**config.mk**
```make
export PLATFORM = sky130hd
export DESIGN_NAME = count_delta_sampler
export DESIGN_NICKNAME = d
export VERILOG_FILES = /design/src/rtl/count_delta_sampler.sv
export SDC_FILE = /design/constraint.sdc
export NUM_CORES = 1
export LEC_CHECK = 0
export ABC_AREA = 1
export BUFFER_PORTS_ARGS = -buffer_cell sky130_fd_sc_hd__buf_4
export CELL_PAD_IN_SITES_DETAIL_PLACEMENT = 0
export CELL_PAD_IN_SITES_GLOBAL_PLACEMENT = 2
export CORE_ASPECT_RATIO = 2
export CORE_MARGIN = 3
export CORE_UTILIZATION = 33
export CTS_BUF_LIST = sky130_fd_sc_hd__clkbuf_16
export DETAILED_ROUTE_END_ITERATION = 12
export PLACE_DENSITY = 0.72
export SLEW_MARGIN = 20
export SYNTH_ARGS = -nofsm -noshare
export SYNTH_HDL_FRONTEND = slang
export SYNTH_SLANG_ARGS = --single-unit
export TNS_END_PERCENT = 10
```
**constraint.sdc**
```tcl
create_clock -name clk -period 2.1 [get_ports clk]
set_clock_uncertainty 0.15 [all_clocks]
set_input_delay 0 -clock clk [delete_from_list [all_inputs] [get_ports clk]]
set_output_delay 0 -clock clk [all_outputs]
set_load 0.03 [all_outputs]
```
**src/rtl/count_delta_sampler.sv**
```systemverilog
// -----------------------------------------------------------------------------
// count_delta_sampler
//
// Periodically samples a free-running event counter and reports the
// increment since the previous sample. The increment is computed modulo
// 2^CNT_W, so a counter wrap between two samples is harmless. Each delta is
// tagged with a sequence number and queued in a small FIFO. The FIFO is
// drained through a valid/ready master port.
//
// Ports
//   clk        clock
//   rst_n      asynchronous active-low reset
//   count_i    counter value (CNT_W bits, synchronous to clk)
//   sample_en  enables sampling; low parks the sampler in IDLE
//   m_valid    FIFO head entry available
//   m_ready    consumer accepts the head entry
//   m_data     delta of the head entry
//   m_seq      sequence number of the head entry
//   level      number of FIFO entries (0..DEPTH)
//   overflow   sticky flag: a sample was dropped because the FIFO was full
//   clr_ovf    synchronous clear of overflow
// -----------------------------------------------------------------------------
module count_delta_sampler #(
   parameter int CNT_W  = 8,
   parameter int PERIOD = 16,   // 2..65535
   parameter int DEPTH  = 4,    // power of 2, >= 2
   parameter int SEQ_W  = 4
) (
   input  logic                       clk,
   input  logic                       rst_n,
   input  logic [CNT_W-1:0]           count_i,
   input  logic                       sample_en,
   output logic                       m_valid,
   input  logic                       m_ready,
   output logic [CNT_W-1:0]           m_data,
   output logic [SEQ_W-1:0]           m_seq,
   output logic [$clog2(DEPTH):0]     level,
   output logic                       overflow,
   input  logic                       clr_ovf
);

   localparam int AW    = $clog2(DEPTH);
   localparam int LW    = AW + 1;
   localparam int TMR_W = $clog2(PERIOD);

   localparam logic [TMR_W-1:0] TMR_LAST  = TMR_W'(PERIOD - 1);
   localparam logic [LW-1:0]    LVL_FULL  = LW'(DEPTH);

   typedef enum logic [1:0] {
      IDLE  = 2'd0,
      PRIME = 2'd1,
      RUN   = 2'd2
   } state_t;

   // -------------------------------------------------------------------------
   // Sampler state
   // -------------------------------------------------------------------------
   state_t              state_reg,    state_next;
   logic [TMR_W-1:0]    timer_reg,    timer_next;
   logic [CNT_W-1:0]    baseline_reg, baseline_next;
   logic [SEQ_W-1:0]    seq_reg,      seq_next;
   logic                sample_event;
   logic [CNT_W-1:0]    delta;

   // Unsigned CNT_W-bit subtraction wraps naturally, which absorbs a counter
   // roll-over between two samples.
   assign delta = count_i - baseline_reg;

   always_ff @(posedge clk or negedge rst_n) begin
      if (!rst_n) begin
         state_reg    <= IDLE;
         timer_reg    <= '0;
         baseline_reg <= '0;
         seq_reg      <= '0;
      end else begin
         state_reg    <= state_next;
         timer_reg    <= timer_next;
         baseline_reg <= baseline_next;
         seq_reg      <= seq_next;
      end
   end

   always_comb begin
      state_next    = state_reg;
      timer_next    = timer_reg;
      baseline_next = baseline_reg;
      seq_next      = seq_reg;
      sample_event  = 1'b0;

      case (state_reg)
         IDLE: begin
            timer_next = '0;
            if (sample_en) begin
               state_next = PRIME;
            end
         end

         // A fresh baseline is always taken on (re-)enable so that counts
         // accumulated while disabled are never reported as a delta.
         PRIME: begin
            if (!sample_en) begin
               state_next = IDLE;
            end else begin
               baseline_next = count_i;
               timer_next    = '0;
               state_next    = RUN;
            end
         end

         RUN: begin
            if (!sample_en) begin
               // Disabling wins over a coincident sample event.
               state_next = IDLE;
               timer_next = '0;
            end else if (timer_reg == TMR_LAST) begin
               sample_event  = 1'b1;
               baseline_next = count_i;
               timer_next    = '0;
               // Sequence advances even when the FIFO drops the entry, so
               // the consumer can detect the gap.
               seq_next      = seq_reg + 1'b1;
            end else begin
               timer_next = timer_reg + 1'b1;
            end
         end

         default: begin
            state_next = IDLE;
            timer_next = '0;
         end
      endcase
   end

   // -------------------------------------------------------------------------
   // FIFO
   // -------------------------------------------------------------------------
   logic [CNT_W-1:0] mem_data_reg [DEPTH];
   logic [SEQ_W-1:0] mem_seq_reg  [DEPTH];
   logic [AW-1:0]    wr_ptr_reg,   wr_ptr_next;
   logic [AW-1:0]    rd_ptr_reg,   rd_ptr_next;
   logic [LW-1:0]    level_reg,    level_next;
   logic             overflow_reg, overflow_next;
   logic             fifo_full;
   logic             pop;
   logic             push_ok;
   logic             drop;

   assign fifo_full = (level_reg == LVL_FULL);
   assign pop       = m_valid && m_ready;
   // A pop in the same cycle frees the slot, so a full FIFO can still accept.
   assign push_ok   = sample_event && (!fifo_full || pop);
   assign drop      = sample_event && fifo_full && !pop;

   generate
      for (genvar gi = 0; gi < DEPTH; gi++) begin : g_entry
         always_ff @(posedge clk or negedge rst_n) begin
            if (!rst_n) begin
               mem_data_reg[gi] <= '0;
               mem_seq_reg[gi]  <= '0;
            end else if (push_ok && (wr_ptr_reg == AW'(gi))) begin
               mem_data_reg[gi] <= delta;
               mem_seq_reg[gi]  <= seq_reg;
            end
         end
      end
   endgenerate

   always_comb begin
      wr_ptr_next   = wr_ptr_reg;
      rd_ptr_next   = rd_ptr_reg;
      level_next    = level_reg;
      overflow_next = overflow_reg;

      // DEPTH is a power of 2, so the pointers wrap on their own.
      if (push_ok) begin
         wr_ptr_next = wr_ptr_reg + 1'b1;
      end
      if (pop) begin
         rd_ptr_next = rd_ptr_reg + 1'b1;
      end

      case ({push_ok, pop})
         2'b10:   level_next = level_reg + 1'b1;
         2'b01:   level_next = level_reg - 1'b1;
         default: level_next = level_reg;
      endcase

      // A new drop takes precedence over a clear in the same cycle.
      if (drop) begin
         overflow_next = 1'b1;
      end else if (clr_ovf) begin
         overflow_next = 1'b0;
      end
   end

   always_ff @(posedge clk or negedge rst_n) begin
      if (!rst_n) begin
         wr_ptr_reg   <= '0;
         rd_ptr_reg   <= '0;
         level_reg    <= '0;
         overflow_reg <= 1'b0;
      end else begin
         wr_ptr_reg   <= wr_ptr_next;
         rd_ptr_reg   <= rd_ptr_next;
         level_reg    <= level_next;
         overflow_reg <= overflow_next;
      end
   end

   // Outputs come straight from registers, so the head stays stable while
   // the consumer stalls.
   assign m_valid  = (level_reg != '0);
   assign m_data   = mem_data_reg[rd_ptr_reg];
   assign m_seq    = mem_seq_reg[rd_ptr_reg];
   assign level    = level_reg;
   assign overflow = overflow_reg;

endmodule
```
==> impl_metrics.py <==
metrics = {
    "placement": {
        "dp_hpwl_um": 6890,
        "portBuffers": 29,
        "gp_congestion": 0.724,
        "placedCellCount": 607,
        "dpl_cell_area_um2": 4200,
    },
    "synth": {
        "synth_enable_flop_cells": 0,
        "yosysWarningCount": 0,
        "postSynthCellCount": 432,
        "yosys.area.top_type": "dfrtp_1",
        "synth_cell_types": 27,
        "ys_seq_elements": 74,
        "synth.most_common_cell": "nand2_1",
        "synthFlopType": "dfrtp_1",
        "ys_top_cells_by_area": "dfrtp_1 (50%), nand2_1 (14%), o21ai_0 (6.1%)",
        "yosysTopAreaCellShare_pct": 49.7,
        "synth_common_cells": "nand2_1 (134), dfrtp_1 (74), o21ai_0 (45), inv_1 (35), nor2_1 (33)",
        "synth_nets": 461,
        "async_flop_share_pct": 100,
        "seq_area_frac_synth_pct": 49.7,
        "synth_area_per_cell_um2": 8.62,
        "synth_area_um2": 3720,
    },
    "timing": {
        "timing.final.crit_share_pct": 95.2,
        "timing.final.hold_violations": 0,
        "max_freq_ghz": 0.500,
        "finalMaxSlewViolations": 0,
        "setup_violations": 0,
        "fin_crit_ns": 2.00,
        "tightest_slew_ns": 0.495,
        "hold_ws_ns": 0.0215,
        "tns_ns": 0,
        "relSlewSlack_pct": 67.0,
    },
    "worst_setup_path": {
        "cp_num_buf_inv": 1,
        "worst_ep_required_time_ns": 2.20,
        "critPathKind": "flop to flop",
        "slowest_stage": "fa_2",
        "crit_path_start_kind": "flop",
        "cpPeakStageDelay_ns": 0.44,
        "rrSetupSlack_ns": 0.10,
        "cp_data_arrival_time_ns": 2.10,
        "cp_max_fo": 4,
        "cpLargestDelayFamily": "adder cells",
        "worstPathCellList": "ha_2 > nand3_2 > nor2_4 > nand2_4 > ha_1 > inv_1 > fa_2 > o21ai_0",
        "cp-end-kind": "flop",
    },
    "clock_network": {
        "clk_path_buf_depth": 2,
        "numCtsBuffers": 9,
        "cts_root_buf": "clkbuf_16",
        "clkSinkCount": 74,
        "cts_tree": "done",
        "clk_pin_slew_ns": 0.06,
        "clk_latency_ns": 0.33,
        "htree_levels": 3,
    },
    "finish": {
        "fin_area_um2": 4630,
        "multi_input_area_um2": 1650,
        "fin_nets": 521,
        "sequential_cell_area_um2": 1860,
        "antenna_cells": 0,
        "drive_gt1_share_pct": 17.9,
        "fillers": 1171,
        "final_util_pct": 42.3,
        "area_growth_pct": 24.3,
        "largest_reg_flops": 32,
        "finalNonFillerCells": 637,
    },
    "route": {
        "wl_per_cell_um": 14.7,
        "vias": 3003,
        "drtAntennaViolNets": 0,
        "via_per_inst": 4.71,
        "drcViolationCount": 0,
        "finalWirelength_um": 9390,
        "drt_iter0_markers": 111,
        "firstDrtPassIters": 4,
    },
    "pwr": {
        "p_leak_nw": 2.33,
        "power_density_nw_per_um2": 1160,
        "ir_worst_vdd_uv": 520,
    },
    "floorplan": {
        "initial_core_util_pct": 34.0,
        "fp.dieW_um": 81.1,
        "die_area_um2": 12700,
        "pin_count": 30,
        "rows": 54,
        "core_area_um2": 10900,
        "die_h_um": 156,
    },
    "flow_run": {
        "maxCapViolCount": 0,
    },
    "run_status": {
        "status": "finished, final reports clean",
    },
    "global_route": {
        "track_usage_pct": 16.7,
        "grt_max_degree": 39,
        "grt_pass1_wl_um": 15700,
        "grt_pass1_vias": 3096,
        "grt-ovfl-total": 0,
        "antenna_found_initial": 0,
    },
    "worst_hold_path": {
        "hp-class": "input port to asynchronous set/reset pin",
    },
}
==> cell families (layout without fill, tap and decap cells) <==
family | after synthesis | count (layout) | synth area share, %
flip-flops | 74 | 74 | 49.7
buffers and inverters | 52 | 117 | 6.59
AND/OR/NAND/NOR | 200 | 200 | 23.6
XOR/XNOR | 14 | 14 | 3.29
AO/OA/AOI/OAI | 76 | 76 | 11.0
adder cells (fa/ha/maj) | 16 | 16 | 5.78
==> worst paths after layout <==
path | startpoint | end | depth (start not counted)
max | timer_reg[1] | level[1] | 8
min | rst_n | seq_reg[2] | 2
max reg2reg | timer_reg[1] | level[1] | 8
min reg2reg | mem_data_reg[22] | mem_data_reg[22] | 2
max in group asynchronous | rst_n | mem_data_reg[19] | 3
min in group clk | clr_ovf | overflow | 3
==> report_power, final <==
group | leakage (nW) | internal [mW] | switching (mW)
logic | 1.20 | 0.792 | 1.45
registers | 0.982 | 1.54 | 0.0814
clock network | 0.146 | 0.906 | 0.589
==> worst register-to-register path, stage by stage (launching register included) <==
cell,delay [ns]
dfrtp_1,0.38
ha_2,0.20
nand3_2,0.10
nor2_4,0.15
nand2_4,0.07
ha_1,0.17
inv_1,0.11
fa_2,0.44
o21ai_0,0.16
==> final cells by class <==
type / instances / area share [%]
Timing Repair Buffer: 62 / 11.0
Inverter: 39 / 3.16
Tap cell: 140 / 3.79
Sequential cell: 74 / 40.1
Multi-Input combinational cell: 306 / 35.8
Clock buffer: 9 / 4.87
Clock inverter: 7 / 1.33
==> timing repair <==
| action | CTS | global route |
|---|---|---|
| setup endpoints to repair | 0 | 2 |
| endpoints found under the hold margin | 95 | 0 |
| buffers inserted | 0 | 2 |
| hold buffers | 12 | 0 |
| gates resized for setup | 0 | 1 |
==> placed cells by master (no fill, tap or decap), types with 5 or more instances in the layout <==
cell,instances
a21oi_1,5
ha_1,13
o21ai_0,44
nand2_1,133
buf_4,49
xnor2_1,6
clkbuf_16,9
nand3_4,6
nor2_1,33
xor2_1,8
o22ai_1,13
dlygate4sd3_1,12
nand3_1,18
o21ai_1,10
dfrtp_1,71
inv_1,36
==> routing by layer <==
metal  wire [um]  vias up  track usage [%]
met2        5180       32             30.1
met1        3870     1440             19.1
met3         149       13             2.43
li1            -     1518                -
met4         193        0             7.01
met5           0        -                0
==> per-stage QoR <==
stage	worst slack (ns)	total power, mW
after global placement	0.107	3.91
after detailed placement	0.0926	3.92
final	0.100	5.37
after CTS	0.0990	5.44
after floorplan	0.0347	3.11
after global routing	-0.00173	5.74
Note: power is estimated with default switching activity, not from simulation.
